<file path="src/rtl/axi_read_arbiter.sv">
// axi_read_arbiter
//   Round-robin arbiter sharing one AXI4 read port (AR + R channels) of a
//   memory slave between NUM_M read masters. One burst is outstanding at a
//   time; the grant stays locked until the R beat carrying rlast completes.
//   Burst-length mismatches between ARLEN and the slave's RLAST are flagged
//   in a sticky len_err bit.
//
// Ports
//   ACLK, ARESETN        clock, asynchronous active-low reset
//   M_AXI_ar*            packed per-master AR channel (master k at slice k)
//   M_AXI_arready        per-master, only the granted bit can be high
//   M_AXI_r{id,data,resp,last}  broadcast R payload from the slave
//   M_AXI_rvalid         per-master, only the granted bit can be high
//   M_AXI_rready         per-master
//   S_AXI_ar*, S_AXI_r*  single AXI4 read port towards the slave
//   grant                index of the current or last granted master
//   busy                 high while an address or data phase is in progress
//   len_err              sticky burst-length mismatch flag
module axi_read_arbiter #(
    parameter int NUM_M      = 2,
    parameter int ADDR_WIDTH = 32,
    parameter int DATA_WIDTH = 32,
    parameter int ID_WIDTH   = 4,
    localparam int GW        = (NUM_M > 1) ? $clog2(NUM_M) : 1
) (
    input  logic                           ACLK,
    input  logic                           ARESETN,

    input  logic [NUM_M*ID_WIDTH-1:0]      M_AXI_arid,
    input  logic [NUM_M*ADDR_WIDTH-1:0]    M_AXI_araddr,
    input  logic [NUM_M*8-1:0]             M_AXI_arlen,
    input  logic [NUM_M-1:0]               M_AXI_arvalid,
    output logic [NUM_M-1:0]               M_AXI_arready,
    output logic [ID_WIDTH-1:0]            M_AXI_rid,
    output logic [DATA_WIDTH-1:0]          M_AXI_rdata,
    output logic [1:0]                     M_AXI_rresp,
    output logic                           M_AXI_rlast,
    output logic [NUM_M-1:0]               M_AXI_rvalid,
    input  logic [NUM_M-1:0]               M_AXI_rready,

    output logic [ID_WIDTH-1:0]            S_AXI_arid,
    output logic [ADDR_WIDTH-1:0]          S_AXI_araddr,
    output logic [7:0]                     S_AXI_arlen,
    output logic [2:0]                     S_AXI_arsize,
    output logic [1:0]                     S_AXI_arburst,
    output logic                           S_AXI_arvalid,
    input  logic                           S_AXI_arready,
    input  logic [ID_WIDTH-1:0]            S_AXI_rid,
    input  logic [DATA_WIDTH-1:0]          S_AXI_rdata,
    input  logic [1:0]                     S_AXI_rresp,
    input  logic                           S_AXI_rlast,
    input  logic                           S_AXI_rvalid,
    output logic                           S_AXI_rready,

    output logic [GW-1:0]                  grant,
    output logic                           busy,
    output logic                           len_err
);

    typedef enum logic [1:0] {IDLE, ADDR, DATA} state_e;

    state_e          state_q, state_d;
    logic [GW-1:0]   grant_q, grant_d;
    logic [GW-1:0]   rr_ptr_q, rr_ptr_d;
    logic [7:0]      len_q, len_d;
    logic [7:0]      beat_cnt_q, beat_cnt_d;
    logic            len_err_q, len_err_d;

    logic [GW-1:0]   pick;
    logic [GW-1:0]   cand;
    logic            found;
    logic            ar_hs;
    logic            r_hs;

    logic [ID_WIDTH-1:0]   arid_m   [NUM_M];
    logic [ADDR_WIDTH-1:0] araddr_m [NUM_M];
    logic [7:0]            arlen_m  [NUM_M];

    for (genvar k = 0; k < NUM_M; k++) begin : g_unpack
        assign arid_m[k]   = M_AXI_arid[k*ID_WIDTH +: ID_WIDTH];
        assign araddr_m[k] = M_AXI_araddr[k*ADDR_WIDTH +: ADDR_WIDTH];
        assign arlen_m[k]  = M_AXI_arlen[k*8 +: 8];
    end

    // AR payload always follows grant, so after reset master 0 is visible.
    assign S_AXI_arid    = arid_m[grant_q];
    assign S_AXI_araddr  = araddr_m[grant_q];
    assign S_AXI_arlen   = arlen_m[grant_q];
    assign S_AXI_arsize  = 3'($clog2(DATA_WIDTH / 8));
    assign S_AXI_arburst = 2'b01;

    assign M_AXI_rid   = S_AXI_rid;
    assign M_AXI_rdata = S_AXI_rdata;
    assign M_AXI_rresp = S_AXI_rresp;
    assign M_AXI_rlast = S_AXI_rlast;

    assign grant   = grant_q;
    assign busy    = (state_q != IDLE);
    assign len_err = len_err_q;

    always_comb begin
        M_AXI_arready = '0;
        M_AXI_rvalid  = '0;
        S_AXI_arvalid = 1'b0;
        S_AXI_rready  = 1'b0;
        case (state_q)
            ADDR: begin
                S_AXI_arvalid          = M_AXI_arvalid[grant_q];
                M_AXI_arready[grant_q] = S_AXI_arready;
            end
            DATA: begin
                M_AXI_rvalid[grant_q] = S_AXI_rvalid;
                S_AXI_rready          = M_AXI_rready[grant_q];
            end
            default: ;
        endcase
    end

    assign ar_hs = (state_q == ADDR) && S_AXI_arvalid && S_AXI_arready;
    assign r_hs  = (state_q == DATA) && S_AXI_rvalid && S_AXI_rready;

    // Scan requesters starting at rr_ptr, wrapping at NUM_M (which need not
    // be a power of two, hence the explicit wrap compare).
    always_comb begin
        pick  = '0;
        found = 1'b0;
        cand  = rr_ptr_q;
        for (int unsigned i = 0; i < NUM_M; i++) begin
            if (!found && M_AXI_arvalid[cand]) begin
                found = 1'b1;
                pick  = cand;
            end
            cand = (cand == GW'(NUM_M - 1)) ? '0 : cand + 1'b1;
        end
    end

    always_comb begin
        state_d    = state_q;
        grant_d    = grant_q;
        rr_ptr_d   = rr_ptr_q;
        len_d      = len_q;
        beat_cnt_d = beat_cnt_q;
        len_err_d  = len_err_q;
        case (state_q)
            IDLE: begin
                if (found) begin
                    grant_d = pick;
                    state_d = ADDR;
                end
            end
            ADDR: begin
                // A requester dropping arvalid here simply keeps us waiting.
                if (ar_hs) begin
                    len_d      = arlen_m[grant_q];
                    beat_cnt_d = '0;
                    state_d    = DATA;
                end
            end
            DATA: begin
                if (r_hs) begin
                    beat_cnt_d = beat_cnt_q + 8'd1;
                    // Mismatch either way: early rlast or missing rlast on
                    // the last expected beat. Routing still obeys rlast.
                    if (S_AXI_rlast != (beat_cnt_q == len_q)) begin
                        len_err_d = 1'b1;
                    end
                    if (S_AXI_rlast) begin
                        state_d  = IDLE;
                        rr_ptr_d = (grant_q == GW'(NUM_M - 1)) ? '0 : grant_q + 1'b1;
                    end
                end
            end
            default: state_d = IDLE;
        endcase
    end

    always_ff @(posedge ACLK or negedge ARESETN) begin
        if (!ARESETN) begin
            state_q    <= IDLE;
            grant_q    <= '0;
            rr_ptr_q   <= '0;
            len_q      <= '0;
            beat_cnt_q <= '0;
            len_err_q  <= 1'b0;
        end else begin
            state_q    <= state_d;
            grant_q    <= grant_d;
            rr_ptr_q   <= rr_ptr_d;
            len_q      <= len_d;
            beat_cnt_q <= beat_cnt_d;
            len_err_q  <= len_err_d;
        end
    end

endmodule

</file>
<file path="config.mk">
export PLATFORM = sky130hd
export DESIGN_NAME = axi_read_arbiter
export DESIGN_NICKNAME = d
export VERILOG_FILES = /design/src/rtl/axi_read_arbiter.sv
export SDC_FILE = /design/constraint.sdc
export NUM_CORES = 1
export LEC_CHECK = 0
export ABC_AREA = 1
export CORE_MARGIN = 5
export CORE_UTILIZATION = 31
export CTS_CLUSTER_DIAMETER = 120
export DETAILED_ROUTE_END_ITERATION = 8
export GPL_TIMING_DRIVEN = 1
export PLACE_DENSITY = 0.88
export SLEW_MARGIN = 10
export SYNTH_ARGS = -nofsm -noshare
export SYNTH_HDL_FRONTEND = slang
export SYNTH_SLANG_ARGS = --single-unit
</file>
<file path="constraint.sdc">
create_clock -name ACLK -period 3.6 [get_ports ACLK]
set_input_delay 0.72 -clock ACLK [delete_from_list [all_inputs] [get_ports ACLK]]
set_output_delay 0.72 -clock ACLK [all_outputs]
set_load 0.01 [all_outputs]
</file>
==> qor.yml <==
cts:
  cts_resized: 0
  post_cts.repair.setup_buffers: 0
  cts_hold_buf: 0
  cts_tree: "done"
  root_buffer: "clkbuf_8"
  clkSinkCount: 21
  clkSlewWorstSetupHoldPaths_ns: 0.07
  cts_buffer_depth: 2
  cts_made_buffers: 3
  cts_max_level: 1
  clk_latency_ns: 0.26
routing:
  antenna_left: 0
  vias: 2519
  drc: 0
  avgViaCountPerCell: 4.42
  wire_per_inst_microns: 12.6
  drt_pass1_iterations: 4
  drt_first_iter_violations: 108
  wl_mm: 7.21
finish:
  nets: 611
  drive_gt1_frac: 0.0401
  num_antenna_cells: 0
  area_growth_pct: 59.2
  fillerInstances: 652
  finalNonFillerCells: 570
sta:
  fin_skew_ns: 0.00390
  hold_viol_final: 0
  rsz0062_at_grt: "no"
  max-slew-margin-rel: 0.389
  fin_crit_sh: 0.798
  tns_ns: 0
  finalCriticalPeriod_ns: 2.87
  tightest_slew_ns: 0.914
  fin_ws_ns: 0.727
  setup_viol: 0
  max_freq_ghz: 0.348
  final_max_slew_viol_count: 0
yosys:
  synth_cells: 373
  netlist_area_sq_um: 2170
  synth_cell_types: 27
  synth_seq_area_share: 0.242
  syn_area_per_cell_sq_um: 5.82
  synth_warnings: 0
  synth-seq-cells: 21
setup_path:
  r2r_setup_slack_ns: 1.74
  crit_required_ns: 2.88
  r2r_cells: 7
  critPathLaunchType: "register"
  worst_r2r_endpoint: "rr_ptr_q"
  path_class: "register to output port"
  arrival_ns: 2.15
  critical_path.max_fanout: 49
  worstReg2RegStart: "grant"
  end_kind: "output port"
placement:
  dp_slack_ns: 0.753
  place_inst: 566
  dp_hpwl_mm: 6.23
  port_buffers: 150
  globalplace.congestion: 0.801
pwr:
  power.density_nw_per_um2: 529
  internal_power_mw: 1.01
  switching_power_uw: 823
  design_power_total_mw: 1.83
  swShare: 0.449
  p_comb_frac: 0.723
  leakage_nw: 1.67
  pwr-share-clk: 0.083
  peakVddDrop_uv: 281
  p_seq_frac: 0.194
grt:
  grt_overflow_total: 0
  grt_use_total: 0.165
  grt_max_degree: 51
  grt_pass1_vias: 2544
  grt_antenna_before_repair: 0
  grt_pass1_wl_mm: 11.8
min_path:
  worstHoldStart: "rr_ptr_q"
  worstHoldPathCells: 1
  min_to: "rr_ptr_q"
  min_path_type: "register to register"
floorplanning:
  dieArea_sq_um: 8780
  pin_count: 232
  fp.dieH_microns: 93.7
  rows: 30
  dieWidth_microns: 93.7
  start_util: 0.320
  coreArea_sq_um: 6790
run:
  drv_cap: 0
run_status:
  status: "completed"
worst max-delay path, cell delays in order (launching register included):
cell             delay (ns)
dfrtp_1                0.39
inv_2                  0.54
nand2_1                0.18
a21oi_1                0.20
clkdlybuf4s50_1        0.57
power groups by stage:
| stage | combinational (mW) | sequential [mW] | clock (mW) |
|---|---|---|---|
| after CTS | 1.34 | 0.355 | 0.157 |
| after detailed placement | 1.34 | 0.360 | 0 |
| after floorplan | 0.744 | 0.356 | 0 |
| after global routing | 1.46 | 0.365 | 0.166 |
| final | 1.32 | 0.355 | 0.153 |
| after global placement | 1.31 | 0.358 | 0 |
placed cells by master (no fill, tap or decap), drive strengths merged:
cell / n
a21oi: 4
buf: 1
clkbuf: 4
clkdlybuf4s50: 150
conb: 5
dfrtp: 21
ha: 1
inv: 29
nand2: 206
nand3: 15
nor2: 16
nor3: 4
o211ai: 1
o21a: 1
o21ai: 9
or2: 1
xnor2: 5
xor2: 1
per-stage QoR:
stage                util  area, sq um  hold WS, ns
detailed placement  0.502         3410        0.480
global placement    0.502         3410        0.473
global route        0.509         3460        0.521
floorplan               -         2180        0.424
CTS                 0.509         3460        0.503
finish              0.509         3460        0.503
synthesized netlist by cell type:
cell type | instances | area (sq um)
nand2_1 | 204 | 766
buf_4 | 44 | 330
inv_1 | 23 | 86.3
dfrtp_1 | 21 | 526
nor2_1 | 13 | 48.8
nand3_1 | 12 | 60.1
buf_2 | 10 | 50.1
inv_2 | 6 | 22.5
o21ai_1 | 5 | 25.0
xnor2_1 | 5 | 43.8
nor3_1 | 4 | 20.0
o21ai_0 | 4 | 20.0
a21oi_1 | 3 | 15.0
clkbuf_1 | 2 | 7.51
conb_1 | 2 | 7.51
nand2_2 | 2 | 12.5
nand3_2 | 2 | 20.0
nor2_2 | 2 | 12.5
a21oi_4 | 1 | 16.3
buf_6 | 1 | 11.3
ha_1 | 1 | 12.5
nand3_4 | 1 | 17.5
nor2_4 | 1 | 11.3
o211ai_1 | 1 | 7.51
o21a_1 | 1 | 7.51
or2_1 | 1 | 6.26
xor2_1 | 1 | 8.76
cell families after synthesis:
kind of cell | synth area share
and+or+nand+nor | 0.449
DFF | 0.242
other | 0.00346
xor gates and xnor gates | 0.0242
adders and majority gates | 0.00576
AOI/OAI and AO/OA | 0.0421
buffers and inverters | 0.234
final cells by class:
cell class,instances,area [sq um],area share
Sequential cell,21,526,0.152
Timing Repair Buffer,151,1510,0.436
Multi-Input combinational cell,269,1150,0.332
Tap cell,96,120,0.0347
Clock buffer,4,45.0,0.0130
Inverter,29,109,0.0315
worst max-delay path by stage:
stage	startpoint	end	slack [ns]	depth (start not counted)
after global routing	grant	S_AXI_arvalid	0.53	4
after detailed placement	S_AXI_arready	M_AXI_arready[0]	0.75	4
after CTS	grant	S_AXI_arvalid	0.71	4
after floorplan	S_AXI_arready	M_AXI_arready[0]	1.84	2
final	grant	S_AXI_arvalid	0.73	4
after global placement	S_AXI_arready	M_AXI_arready[1]	0.80	4
routing by layer:
layer | vias to the layer above | wire [microns] | global-route usage
li1 | 1270 | - | -
met1 | 1121 | 2550 | 0.174
met2 | 115 | 3780 | 0.303
met3 | 13 | 771 | 0.0681
met4 | 0 | 108 | 0.0361
met5 | - | 0 | 0
flip-flops by register name, indices dropped and copies added (netlist names):
| register | flops |
|---|---|
| len_err | 1 |
| len_q | 8 |
| state_q | 2 |
| beat_cnt_q | 8 |
| rr_ptr_q | 1 |
| grant | 1 |
(Power assumes the default switching activity.)
